### src/rtl/bus_drvr_fifo_agent.sv
// Bus driver FIFO agent: a TX FIFO that the host fills and the bus arbiter
// drains, and an RX FIFO that the bus fills and the host drains. Both FIFOs
// are first-word-fall-through circular buffers with independent pointers.
//
// Optional build macro:
//   BUS_DRVR_ADDR_FILTER_EN - when defined, only bus words whose destination
//   byte matches drvr_id or broadcast are accepted into RX. When undefined,
//   every pushed word is accepted.
module bus_drvr_fifo_agent #(
  parameter int unsigned bits      = 32,
  parameter int unsigned depth     = 8,
  parameter logic [7:0]  drvr_id   = 8'd0,
  parameter logic [7:0]  broadcast = {8{1'b1}}
) (
  input  logic                    clk,
  input  logic                    reset,
  // Bus side
  output logic                    pndng,
  input  logic                    pop,
  output logic [bits-1:0]         D_pop,
  input  logic                    push,
  input  logic [bits-1:0]         D_push,
  // Host side
  input  logic                    tx_wr,
  input  logic [bits-1:0]         tx_data,
  output logic                    tx_full,
  input  logic                    rx_rd,
  output logic [bits-1:0]         rx_data,
  output logic                    rx_empty,
  output logic [$clog2(depth):0]  rx_count,
  output logic                    rx_overflow
);

  localparam int unsigned AW = $clog2(depth);
  localparam int unsigned CW = AW + 1;
  localparam logic [CW-1:0] DEPTH_C = CW'(depth);

`ifdef BUS_DRVR_ADDR_FILTER_EN
  localparam logic FILTER_EN = 1'b1;
`else
  localparam logic FILTER_EN = 1'b0;
`endif

  // ---------------------------------------------------------------- TX path
  logic [bits-1:0] tx_mem [depth];
  logic [AW-1:0]   tx_wr_ptr_q, tx_wr_ptr_d;
  logic [AW-1:0]   tx_rd_ptr_q, tx_rd_ptr_d;
  logic [CW-1:0]   tx_cnt_q,    tx_cnt_d;
  logic            tx_wr_ok, tx_rd_ok;

  // Full/empty come only from the registered count, so pop never reaches pndng
  // and a write while full stays rejected even if pop frees a slot this cycle.
  assign tx_full  = (tx_cnt_q == DEPTH_C);
  assign pndng    = (tx_cnt_q != '0);
  assign tx_wr_ok = tx_wr & ~tx_full;
  assign tx_rd_ok = pop & pndng;
  assign D_pop    = tx_mem[tx_rd_ptr_q];

  // Next-state for TX pointers and occupancy.
  always_comb begin
    // NOTE: every always_comb output gets a default first so no path can infer a latch.
    tx_wr_ptr_d = tx_wr_ptr_q;
    tx_rd_ptr_d = tx_rd_ptr_q;
    tx_cnt_d    = tx_cnt_q;
    if (tx_wr_ok) tx_wr_ptr_d = tx_wr_ptr_q + AW'(1);
    if (tx_rd_ok) tx_rd_ptr_d = tx_rd_ptr_q + AW'(1);
    tx_cnt_d = tx_cnt_q + CW'(tx_wr_ok) - CW'(tx_rd_ok);
  end

  // TX control registers with synchronous reset.
  always_ff @(posedge clk) begin
    // NOTE: sequential state uses non-blocking assignments so all flops update together.
    if (reset) begin
      tx_wr_ptr_q <= '0;
      tx_rd_ptr_q <= '0;
      tx_cnt_q    <= '0;
    end else begin
      tx_wr_ptr_q <= tx_wr_ptr_d;
      tx_rd_ptr_q <= tx_rd_ptr_d;
      tx_cnt_q    <= tx_cnt_d;
    end
  end

  // TX storage write.
  always_ff @(posedge clk) begin
    // NOTE: storage is deliberately not reset; the cleared pointers make stale entries invisible.
    if (tx_wr_ok) tx_mem[tx_wr_ptr_q] <= tx_data;
  end

  // ---------------------------------------------------------------- RX path
  logic [bits-1:0] rx_mem [depth];
  logic [AW-1:0]   rx_wr_ptr_q, rx_wr_ptr_d;
  logic [AW-1:0]   rx_rd_ptr_q, rx_rd_ptr_d;
  logic [CW-1:0]   rx_cnt_q,    rx_cnt_d;
  logic            rx_ovf_q,    rx_ovf_d;
  logic [7:0]      push_dest;
  logic            addr_match, deliverable, rx_full;
  logic            rx_store, rx_drop, rx_rd_ok;

  assign push_dest   = D_push[bits-1 -: 8];
  assign addr_match  = (push_dest == drvr_id) || (push_dest == broadcast);
  assign deliverable = push & (addr_match | ~FILTER_EN);
  assign rx_full     = (rx_cnt_q == DEPTH_C);
  assign rx_store    = deliverable & ~rx_full;
  assign rx_drop     = deliverable &  rx_full;

  assign rx_empty    = (rx_cnt_q == '0);
  assign rx_rd_ok    = rx_rd & ~rx_empty;
  assign rx_count    = rx_cnt_q;
  assign rx_overflow = rx_ovf_q;
  assign rx_data     = rx_mem[rx_rd_ptr_q];

  // Next-state for RX pointers, occupancy and the sticky overflow flag.
  always_comb begin
    rx_wr_ptr_d = rx_wr_ptr_q;
    rx_rd_ptr_d = rx_rd_ptr_q;
    if (rx_store) rx_wr_ptr_d = rx_wr_ptr_q + AW'(1);
    if (rx_rd_ok) rx_rd_ptr_d = rx_rd_ptr_q + AW'(1);
    rx_cnt_d = rx_cnt_q + CW'(rx_store) - CW'(rx_rd_ok);
    rx_ovf_d = rx_ovf_q | rx_drop;
  end

  // RX control registers with synchronous reset.
  always_ff @(posedge clk) begin
    if (reset) begin
      rx_wr_ptr_q <= '0;
      rx_rd_ptr_q <= '0;
      rx_cnt_q    <= '0;
      rx_ovf_q    <= 1'b0;
    end else begin
      rx_wr_ptr_q <= rx_wr_ptr_d;
      rx_rd_ptr_q <= rx_rd_ptr_d;
      rx_cnt_q    <= rx_cnt_d;
      rx_ovf_q    <= rx_ovf_d;
    end
  end

  // RX storage write.
  always_ff @(posedge clk) begin
    if (rx_store) rx_mem[rx_wr_ptr_q] <= D_push;
  end

endmodule

### config.mk
export PLATFORM = sky130hd
export DESIGN_NAME = bus_drvr_fifo_agent
export DESIGN_NICKNAME = d
export VERILOG_FILES = /design/src/rtl/bus_drvr_fifo_agent.sv
export SDC_FILE = /design/constraint.sdc
export NUM_CORES = 1
export LEC_CHECK = 0
export BUFFER_PORTS_ARGS = -buffer_cell sky130_fd_sc_hd__buf_2
export CORE_ASPECT_RATIO = 0.75
export CORE_UTILIZATION = 60
export DETAILED_ROUTE_END_ITERATION = 8
export GPL_TIMING_DRIVEN = 0
export HOLD_SLACK_MARGIN = 0.15
export PLACE_DENSITY_LB_ADDON = 0.25
export SLEW_MARGIN = 15
export SYNTH_ARGS = -nofsm -noshare
export SYNTH_HDL_FRONTEND = slang
export SYNTH_SLANG_ARGS = --single-unit
### constraint.sdc
create_clock -name clk -period 5.52 [get_ports clk]
set_clock_uncertainty 0.1 [all_clocks]
set_input_delay 0.276 -clock clk [delete_from_list [all_inputs] [get_ports clk]]
set_output_delay 0.276 -clock clk [all_outputs]
set_load 0.005 [all_outputs]
==> flow_summary.toml, run 1 <==
[timing]
fin_tns_setup_ns = 0
period_share_pct = 56.3
finalCriticalPeriod_ns = 3.11
max_slew.worst_pin.slew_ns = 0.914
maxSlewHeadroom_pct = 38.6
hold_violations = 0
drv_slew = 0
setup_viol = 0
fmax_mhz = 322
rsz0062_at_grt = "no"

[floorplan]
die_height_um = 165
start_util_pct = 61.0
coreArea_sq_um = 34800
dieArea_sq_um = 36100
num_rows = 59
num_io_pins = 142
die_w_um = 219

[cts]
cts_resized = 0
clkSinkCount = 539
cts_htree_levels = 2
clk_pin_slew_worst_paths_ns = 0.06
clk_path_buf_depth = 3
cts_buffers = 49
cts_root_buffer = "clkbuf_16"
cts_tree = "built"
postCtsSetupRepairBufs = 0
clkLatencyLatePin_ns = 0.55

[synthesis]
synth_flop_cell = "edfxtp_1"
synth_fp_nets = 991
syn-mean-instance-area_sq_um = 23.4
ys_warn_count = 0
synth_seq_cells = 539
synth.distinct_cells = 35
syn_inst = 905
syn_area_sq_um = 21200
synth_edf_count = 512
yosysSeqAreaShare_pct = 75.1
synthArstFlopShare_pct = 0

[power]
total_leakage_power_uw = 0.00861
power.density_nw_per_um2 = 399
power_uw = 10100
peakVddDrop_uv = 370

[drt]
detail-route-antenna-nets = 0
routedWlPerCell_um = 24.3
drc_errors = 0
vias_per_cell = 5.91
drt_iter0_drc = 754
num_vias = 10100
firstDrtPassIters = 5
wl_um = 41300

[final_layout]
post-route-cell-area_sq_um = 25200
final_common_cell = "edfxtp_1"
fin_cells = 1704
nets = 1303
most-common-layout-cells = "edfxtp_1 (512), buf_2 (157), mux4_1 (74)"
drive_gt1_share_pct = 34.6
areaGrowthSynthToFinish_pct = 19.0

[place]
place_area_sq_um = 23100
gp_congestion = 0.704
place_hpwl_um = 26400
io_buffer_count = 141
place_inst = 1554

[worst_setup_path]
rrSetupSlack_ns = 2.41
start_kind = "flop"
arrival_ns = 3.27
critPathRequiredTime_ns = 5.68
endpoint_kind = "flop"
crit_fanout = 7
crit_type = "reg2reg"

[status]
outcome = "complete, no violations"

[hold_path]
hp-class = "reg2reg"

[grt]
grt_pass1_vias = 10400
antenna_found_initial = 1
grt_pass1_wl_um = 60700
track_usage_pct = 23.3
grt_overflow_total = 0
grt_max_degree = 23

[job]
cap_violations = 0
## logic make-up (layout without fill, tap and decap cells)
| family | Yosys count | in the layout | share of synthesized area (%) |
|---|---|---|---|
| flops | 539 | 539 | 75.1 |
| mux | 202 | 202 | 19.7 |
| simple gates | 71 | 71 | 1.76 |
| buf+inv | 52 | 393 | 1.81 |
| compound gates | 21 | 21 | 0.531 |
| fa+ha+maj | 16 | 16 | 1.02 |
| xor+xnor | 4 | 4 | 0.165 |
| other cells | 0 | 1 | 0 |
## synth_stat cells, drive strengths merged, types with 2 or more instances
| cell | count | area, sq um |
|---|---|---|
| o21ai | 6 | 30.0 |
| dfxtp | 27 | 541 |
| xnor2 | 3 | 26.3 |
| edfxtp | 512 | 15400 |
| or3b | 2 | 17.5 |
| fa | 2 | 40.0 |
| buf | 28 | 255 |
| nand3 | 6 | 30.0 |
| nand2b | 10 | 62.6 |
| inv | 11 | 41.3 |
| mux2i | 4 | 40.0 |
| nor3b | 3 | 22.5 |
| nor4 | 2 | 12.5 |
| clkbuf | 12 | 75.1 |
| mux4 | 128 | 3160 |
| ha | 14 | 175 |
| nand2 | 10 | 40.0 |
| a31o | 2 | 17.5 |
| or3 | 4 | 25.0 |
| nor2 | 16 | 60.1 |
| mux2 | 70 | 968 |
| nor2b | 9 | 56.3 |
| a21oi | 13 | 65.1 |
| nor3 | 8 | 40.0 |
## worst max-delay path, stage by stage (launching register included)
cell and delay (ns):
dfxtp_1 0.31, inv_1 0.07, ha_1 0.19, or3b_2 0.22
nand2_1 0.23, nor4_2 0.76, buf_4 0.31, buf_2 0.23
buf_4 0.19, buf_2 0.21
## power breakdown
group	switching, uW	internal, uW
Clock	1370	1780
Sequential	85.6	4750
Combinational	968	1130
Total	2420	7650
## registers in the layout (all words and copies together), names as in the netlist, named ones only
name         flops
tx_cnt_q         4
tx_rd_ptr_q      3
rx_count         4
rx_mem         256
rx_overflow      1
tx_wr_ptr_q      3
rx_rd_ptr_q      3
rx_wr_ptr_q      3
tx_mem         256
## layer usage
layer | part of all wire [%] | up-vias | GRT usage [%]
met3 | 5.9 | 51 | 4.29
met4 | 1.8 | 2 | 6.79
met5 | 0.031 | - | 0
li1 | - | 4465 | -
met1 | 42 | 5229 | 31.9
met2 | 50 | 329 | 38.8
## worst paths after layout
path	start	to	cells past startpoint
worst max-delay path	tx_cnt_q[2]$_SDFF_PP0_	tx_mem[0][18]$_DFFE_PP_	9
worst min-delay path	rx_overflow$_SDFF_PP0_	rx_overflow$_SDFF_PP0_	2
worst max register to register	tx_cnt_q[2]$_SDFF_PP0_	tx_mem[0][18]$_DFFE_PP_	9
worst min register to register	rx_overflow$_SDFF_PP0_	rx_overflow$_SDFF_PP0_	2
## cell type report
type                    instances  area (sq um)
clock buffers                  67          1380
flip-flops and latches        539         15900
fillers                      1958          9540
plain buffers                  41           342
well taps                     457           572
multi-input cells             314          5000
repair buffers                261          1890
clock inverters                13          91.3
inverters                      11          41.3
diodes                          1          2.50
## per-stage QoR
stage                     hold slack [ns]  utilization (%)  setup slack [ns]
final                               0.390             72.6              2.41
after global routing                0.412             72.6              2.17
after CTS                           0.382             72.6              2.37
after detailed placement            0.372             66.4              2.37
after global placement              0.351             64.7             -2.13
after floorplan                     0.275                -             0.941
## what timing repair did
item | CTS | global route
hold endpoints to repair | 526 | 0
setup endpoints to repair | 0 | 0
hold buffers | 69 | 0
(Power assumes the default switching activity.)
==> run 2, diff against run 1 <==
--- a/config.mk
+++ b/config.mk
@@ -7,7 +7,7 @@
 export LEC_CHECK = 0
 export BUFFER_PORTS_ARGS = -buffer_cell sky130_fd_sc_hd__buf_2
 export CORE_ASPECT_RATIO = 0.75
-export CORE_UTILIZATION = 60
+export CORE_UTILIZATION = 54
 export DETAILED_ROUTE_END_ITERATION = 8
 export GPL_TIMING_DRIVEN = 0
 export HOLD_SLACK_MARGIN = 0.15
==> constraint.sdc (replaced) <==
create_clock -name clk -period 2.8 [get_ports clk]
set_clock_uncertainty 0.1 [all_clocks]
set_input_delay 0.14 -clock clk [delete_from_list [all_inputs] [get_ports clk]]
set_output_delay 0.14 -clock clk [all_outputs]
set_load 0.005 [all_outputs]
==> run 2 against run 1 <==
  * Cell count increased by 3.7%
  * Count of clock-buffer cells in the layout decreased by 6
  * First-iteration DRC count shrank 1.7%
  * Sequential power up 97%
  * Non-clock buffer count is 6 lower
==> flow_summary.toml, run 2 (synthesized netlist as in run 1, its figures left out) <==
[drt]
routedWlPerCell_um = 22.9
vias_per_cell = 5.62
detail-route-antenna-nets = 0
num_vias = 9929
wl_met2_um = 19200
drt-met1-wl_um = 18900
drt_iter0_drc = 741
highest_layer = "met4"
wl_um = 40500
dr_wl_met3_um = 1790
firstDrtPassIters = 5
drc_errors = 0

[floorplan]
start_util_pct = 55.1
die_height_um = 174
num_io_pins = 142
dieArea_sq_um = 40100
coreArea_sq_um = 38500
die_w_um = 231
num_rows = 62

[hold_path]
hp-class = "in2reg"
hold_path.startpoint = "tx_data[19]"

[grt]
grt_pass1_wl_um = 62000
antenna_found_initial = 2
grt_overflow_total = 0
grt_pass1_vias = 10300
track_usage_pct = 20.9
grt_max_degree = 22

[worst_setup_path]
critPathRequiredTime_ns = 2.56
start_kind = "flop"
cpPeakStageDelay_ns = 0.57
cp_top_family = "buffers and inverters"
crit_type = "reg2out"
reg2reg_from = "tx_cnt_q[2]$_SDFF_PP0_"
crit_slowest_cell = "clkbuf_1"
crit_fanout = 10
endpoint_kind = "output pin"
path_cells = "buf_6, clkbuf_1, mux4_2, mux2_2, buf_2"
cp_num_buf_inv = 3
arrival_ns = 2.46

[final_layout]
multi_input_area_sq_um = 5060
final_common_cell = "edfxtp_1"
nets = 1299
fillers = 2535
areaGrowthSynthToFinish_pct = 20.7
seq_area_sq_um = 15900
fin_cells = 1767
most-common-layout-cells = "edfxtp_1 (512), buf_2 (151), mux4_1 (74)"
layout_top_registers = "rx_mem x256, tx_mem x256"
drive_gt1_share_pct = 34.9
final_util_pct = 66.5

[job]
cap_violations = 0

[cts]
clk_path_buf_depth = 3
cts_tree = "built"
cts_root_buffer = "clkbuf_16"
clk_pin_slew_worst_paths_ns = 0.06
cts_htree_levels = 2
clkLatencyLatePin_ns = 0.56
clkSinkCount = 539
cts_buffers = 51

[power]
total_leakage_power_uw = 0.00869
power.density_nw_per_um2 = 793
peakVddDrop_uv = 575

[status]
outcome = "complete, no violations"

[timing]
period_share_pct = 96.6
hold_violations = 0
rsz0062_at_grt = "yes"
finalCriticalPeriod_ns = 2.70
drv_slew = 0
setup_viol = 0
max_slew.worst_pin.slew_ns = 0.796
maxSlewHeadroom_pct = 46.7
whs_ns = 0.272
fmax_mhz = 370

[place]
place_hpwl_um = 26200
io_buffer_count = 141
place_inst = 1601
gp_congestion = 0.719
## run 2: cell count changes in the layout (fill, tap and decap cells not counted), sizes merged
| cell | before | now |
|---|---|---|
| buf | 220 | 215 |
| bufinv | 1 | 5 |
| clkbuf | 79 | 72 |
| clkinv | 10 | 24 |
| clkinvlp | 1 | 2 |
| diode | 1 | 2 |
## run 2: layer usage
metal,global-route usage (%),up-vias
met4,5.08,0
met5,0,-
li1,-,4484
met1,31.9,5168
met3,3.45,44
met2,31.9,233
## run 2: worst register-to-register path, delay by kind of cell, from the launching register on
family,cells,cell delay [ns]
and+or+nand+nor,3,0.99
DFF,1,0.30
adders and majority gates,1,0.18
buffers and inverters,5,0.79
## run 2: stage by stage
step	cell area [sq um]	setup WS [ns]	total power, uW	TNS, ns
final	25600	0.0955	20300	0
after global routing	25600	-0.00554	21100	-0.0301
after CTS	25500	0.0193	20500	0
after detailed placement	23200	0.0522	13800	0
after global placement	22600	-3.38	13600	-1036.96
after floorplan	21200	-0.933	12300	-206.20
## run 2: cell type report
type | count | area share, %
antenna | 2 | 0.0196
buffer | 40 | 1.33
clock buffer | 61 | 5.22
clock inverter | 32 | 1.13
inverter | 11 | 0.161
multi-input combinational | 314 | 19.8
sequential | 539 | 62.2
tap | 512 | 2.50
timing repair buffer | 256 | 7.70
## run 2: power by group
group	switching [uW]	total [uW]	leakage (uW)	internal, uW
combinational	1870	4100	0.00303	2230
sequential	167	9520	0.00487	9360
clock	2810	6660	0.000793	3860
total	4840	20300	0.00869	15400
## run 2: timing repair
item                                    CTS  global route
gates resized for setup                   0             8
hold endpoints to repair                538             0
pin swaps                                 0             0
hold buffers                             69             0
endpoints found under the setup margin    5            43
setup buffers                             0             3
## run 2: worst paths after layout
kind                             endpoint  depth (start not counted)  slack (ns)
setup reg to reg   tx_mem[0][5]$_DFFE_PP_                          9        0.15
hold / removal    tx_mem[7][19]$_DFFE_PP_                          2        0.27
hold reg to reg    rx_overflow$_SDFF_PP0_                          2        0.38
setup / recovery                 D_pop[2]                          5         0.1
==> run 3, diff against run 2 <==
--- a/config.mk
+++ b/config.mk
@@ -5,14 +5,16 @@
 export SDC_FILE = /design/constraint.sdc
 export NUM_CORES = 1
 export LEC_CHECK = 0
+export ABC_AREA = 1
 export BUFFER_PORTS_ARGS = -buffer_cell sky130_fd_sc_hd__buf_2
 export CORE_ASPECT_RATIO = 0.75
-export CORE_UTILIZATION = 54
+export CORE_MARGIN = 2
+export CORE_UTILIZATION = 55
 export DETAILED_ROUTE_END_ITERATION = 8
 export GPL_TIMING_DRIVEN = 0
 export HOLD_SLACK_MARGIN = 0.15
 export PLACE_DENSITY_LB_ADDON = 0.25
-export SLEW_MARGIN = 15
+export SLEW_MARGIN = 20
 export SYNTH_ARGS = -nofsm -noshare
 export SYNTH_HDL_FRONTEND = slang
 export SYNTH_SLANG_ARGS = --single-unit
==> run 3 against run 2 <==
  * Worst hold slack got worse by 0.016 ns
  * First-iteration DRC count rose by 130%
  * Clock power rose by 5.6%
  * Count of clock-buffer cells in the layout rose by 21
  * Combinational power rose by 42%
  * Critical path depth rose by 1
  * Register-to-register slack barely moved
  * Final area rose by 8.6%
  * Power rose by 10%
  * Die area rose by 10%
  * Critical path type unchanged
  * Largest cell class unchanged
==> flow_summary.toml, run 3 <==
[place]
place_ws_ns = -0.103
io_buffer_count = 141
gp_congestion = 0.800
place_area_sq_um = 25400
place_hpwl_um = 36900

[final_layout]
final_common_cell = "nand2_1"
final_util_pct = 66.2
post-route-cell-area_sq_um = 27800
layout_top_registers = "rx_mem x256, tx_mem x256"
fillers = 3228
areaGrowthSynthToFinish_pct = 19.0
nets = 2728
most-common-layout-cells = "nand2_1 (998), edfxtp_1 (512), inv_1 (414)"
drive_gt1_share_pct = 12.6

[drt]
drc_errors = 0
num_vias = 16600
firstDrtPassIters = 6
detail-route-antenna-nets = 0
routedWlPerCell_um = 17.8
vias_per_cell = 5.11
drt_iter0_drc = 1724
wl_um = 57800

[floorplan]
num_rows = 65
coreArea_sq_um = 42000
die_height_um = 182
dieArea_sq_um = 44100
start_util_pct = 55.6
num_io_pins = 142
die_w_um = 242

[timing]
drv_slew = 0
fmax_mhz = 378
hold_violations = 0
period_share_pct = 94.5
setup_viol = 0
finalCriticalPeriod_ns = 2.65
maxSlewHeadroom_pct = 49.4
fin_tns_setup_ns = 0
max_slew.worst_pin.slew_ns = 0.757
setup_slack_ns = 0.153
rsz0062_at_grt = "no"

[power]
clkPwrFrac_pct = 31.4
p_comb_share_pct = 26.0
peakVddDrop_uv = 522
p_sw_share_pct = 31.3
total_leakage_power_uw = 0.0126
p_seq_share_pct = 42.6
power.density_nw_per_um2 = 805
switchingPower_uw = 6990
intPower_uw = 15400

[cts]
clk_path_buf_depth = 3
cts_htree_levels = 2
clkLatencyLatePin_ns = 0.59
cts_root_buffer = "clkbuf_16"
cts_buffers = 52
clkSinkCount = 539
cts_tree = "built"
clk_pin_slew_worst_paths_ns = 0.06

[synthesis]
synth_largest_area_cell = "edfxtp_1"
synthDominantCellAreaShare_pct = 65.9
ys_warn_count = 0
synth_seq_cells = 539
synthArstFlopShare_pct = 0
synth_most_common_cell = "nand2_1"
syn_area_sq_um = 23300
syn-mean-instance-area_sq_um = 9.96
syn_inst = 2344
yosysSeqAreaShare_pct = 68.2
synth_common_cells = "nand2_1 (998), edfxtp_1 (512), inv_1 (414)"
synth_flop_cell = "edfxtp_1"
synth_fp_nets = 2430
synthTopCellsByArea = "edfxtp_1 (66%), nand2_1 (16%), inv_1 (6.7%)"
synth_edf_count = 512
synth.distinct_cells = 21

[grt]
antenna_found_initial = 1
grt_overflow_total = 0
grt_pass1_wl_um = 89200
grt_pass1_vias = 16100
track_usage_pct = 26.3
grt_max_degree = 22

[worst_setup_path]
cpPeakStageDelay_ns = 0.44
crit_type = "reg2out"
critPathRequiredTime_ns = 2.56
cp_num_buf_inv = 4
start_kind = "flop"
endpoint_kind = "output pin"
crit_fanout = 10
crit_slowest_cell = "clkbuf_1"
cp_top_family = "buffers and inverters"
path_cells = "clkbuf_1, inv_1, clkbuf_1, nand2_1, nand2_1, buf_2"
arrival_ns = 2.41

[hold_path]
hp-class = "in2reg"

[status]
outcome = "complete, no violations"

[job]
cap_violations = 0
## run 3: metal layers
layer | vias up | wire [um] | track usage [%]
li1 | 7960 | - | -
met1 | 7830 | 25400 | 38.7
met2 | 737 | 26200 | 41.5
met3 | 104 | 4910 | 3.63
met4 | 0 | 1390 | 7.68
met5 | - | 0 | 0
## run 3: stage by stage
step	hold slack (ns)	power (uW)	cells
finish	0.257	22400	3254
global route	0.257	23400	3253
floorplan	0.109	13100	2344
CTS	0.229	22400	3251
global placement	0.304	15100	3054
detailed placement	0.307	15300	3085
## run 3: area by class of cell
cell class	instances	area, sq um	share of cell area, %
clock inverter	14	174	0.626
clock buffer	82	1510	5.44
inverter	418	1570	5.65
buffer	98	556	2.00
tap	569	712	2.56
multi-input combinational	1289	5430	19.5
sequential	539	15900	57.3
antenna	1	2.50	0.00901
timing repair buffer	244	1920	6.89
## run 3: timing repair
action	in CTS	in global routing
hold buffers	70	0
gates resized for setup	2	0
endpoints found under the setup margin	14	14
buffers inserted	0	2
hold endpoints to repair	539	0
pin swaps	0	2
## run 3: worst paths after layout
kind,start,endpoint,slack [ns],cells past startpoint
setup / recovery,flop,rx_data[12],0.15,6
hold / removal,D_push[10],rx_mem[3][10]$_DFFE_PP_,0.26,2
setup reg to reg,tx_cnt_q[2]$_SDFF_PP0_,tx_mem[4][14]$_DFFE_PP_,0.16,9
hold reg to reg,rx_overflow$_SDFF_PP0_,rx_overflow$_SDFF_PP0_,0.36,2
## run 3: kinds of logic (layout without fill, tap and decap cells)
family,Yosys count,after routing,share of synthesized area (%)
XOR/XNOR,1,1,0.0375
flip-flops,539,539,68.2
AO/OA/AOI/OAI,18,18,0.386
other,0,1,0
AND/OR/NAND/NOR,1254,1254,21.4
buffers and inverters,516,856,9.10
adder cells (fa/ha/maj),16,16,0.922
## run 3: power groups by stage
stage                     clock network (uW)  logic (uW)  registers (uW)
after floorplan                            0        3410            9680
after global placement                     0        5330            9720
after detailed placement                   0        5640            9700
after CTS                               7080        5770            9530
after global routing                    7420        6450            9570
final                                   7030        5810            9530
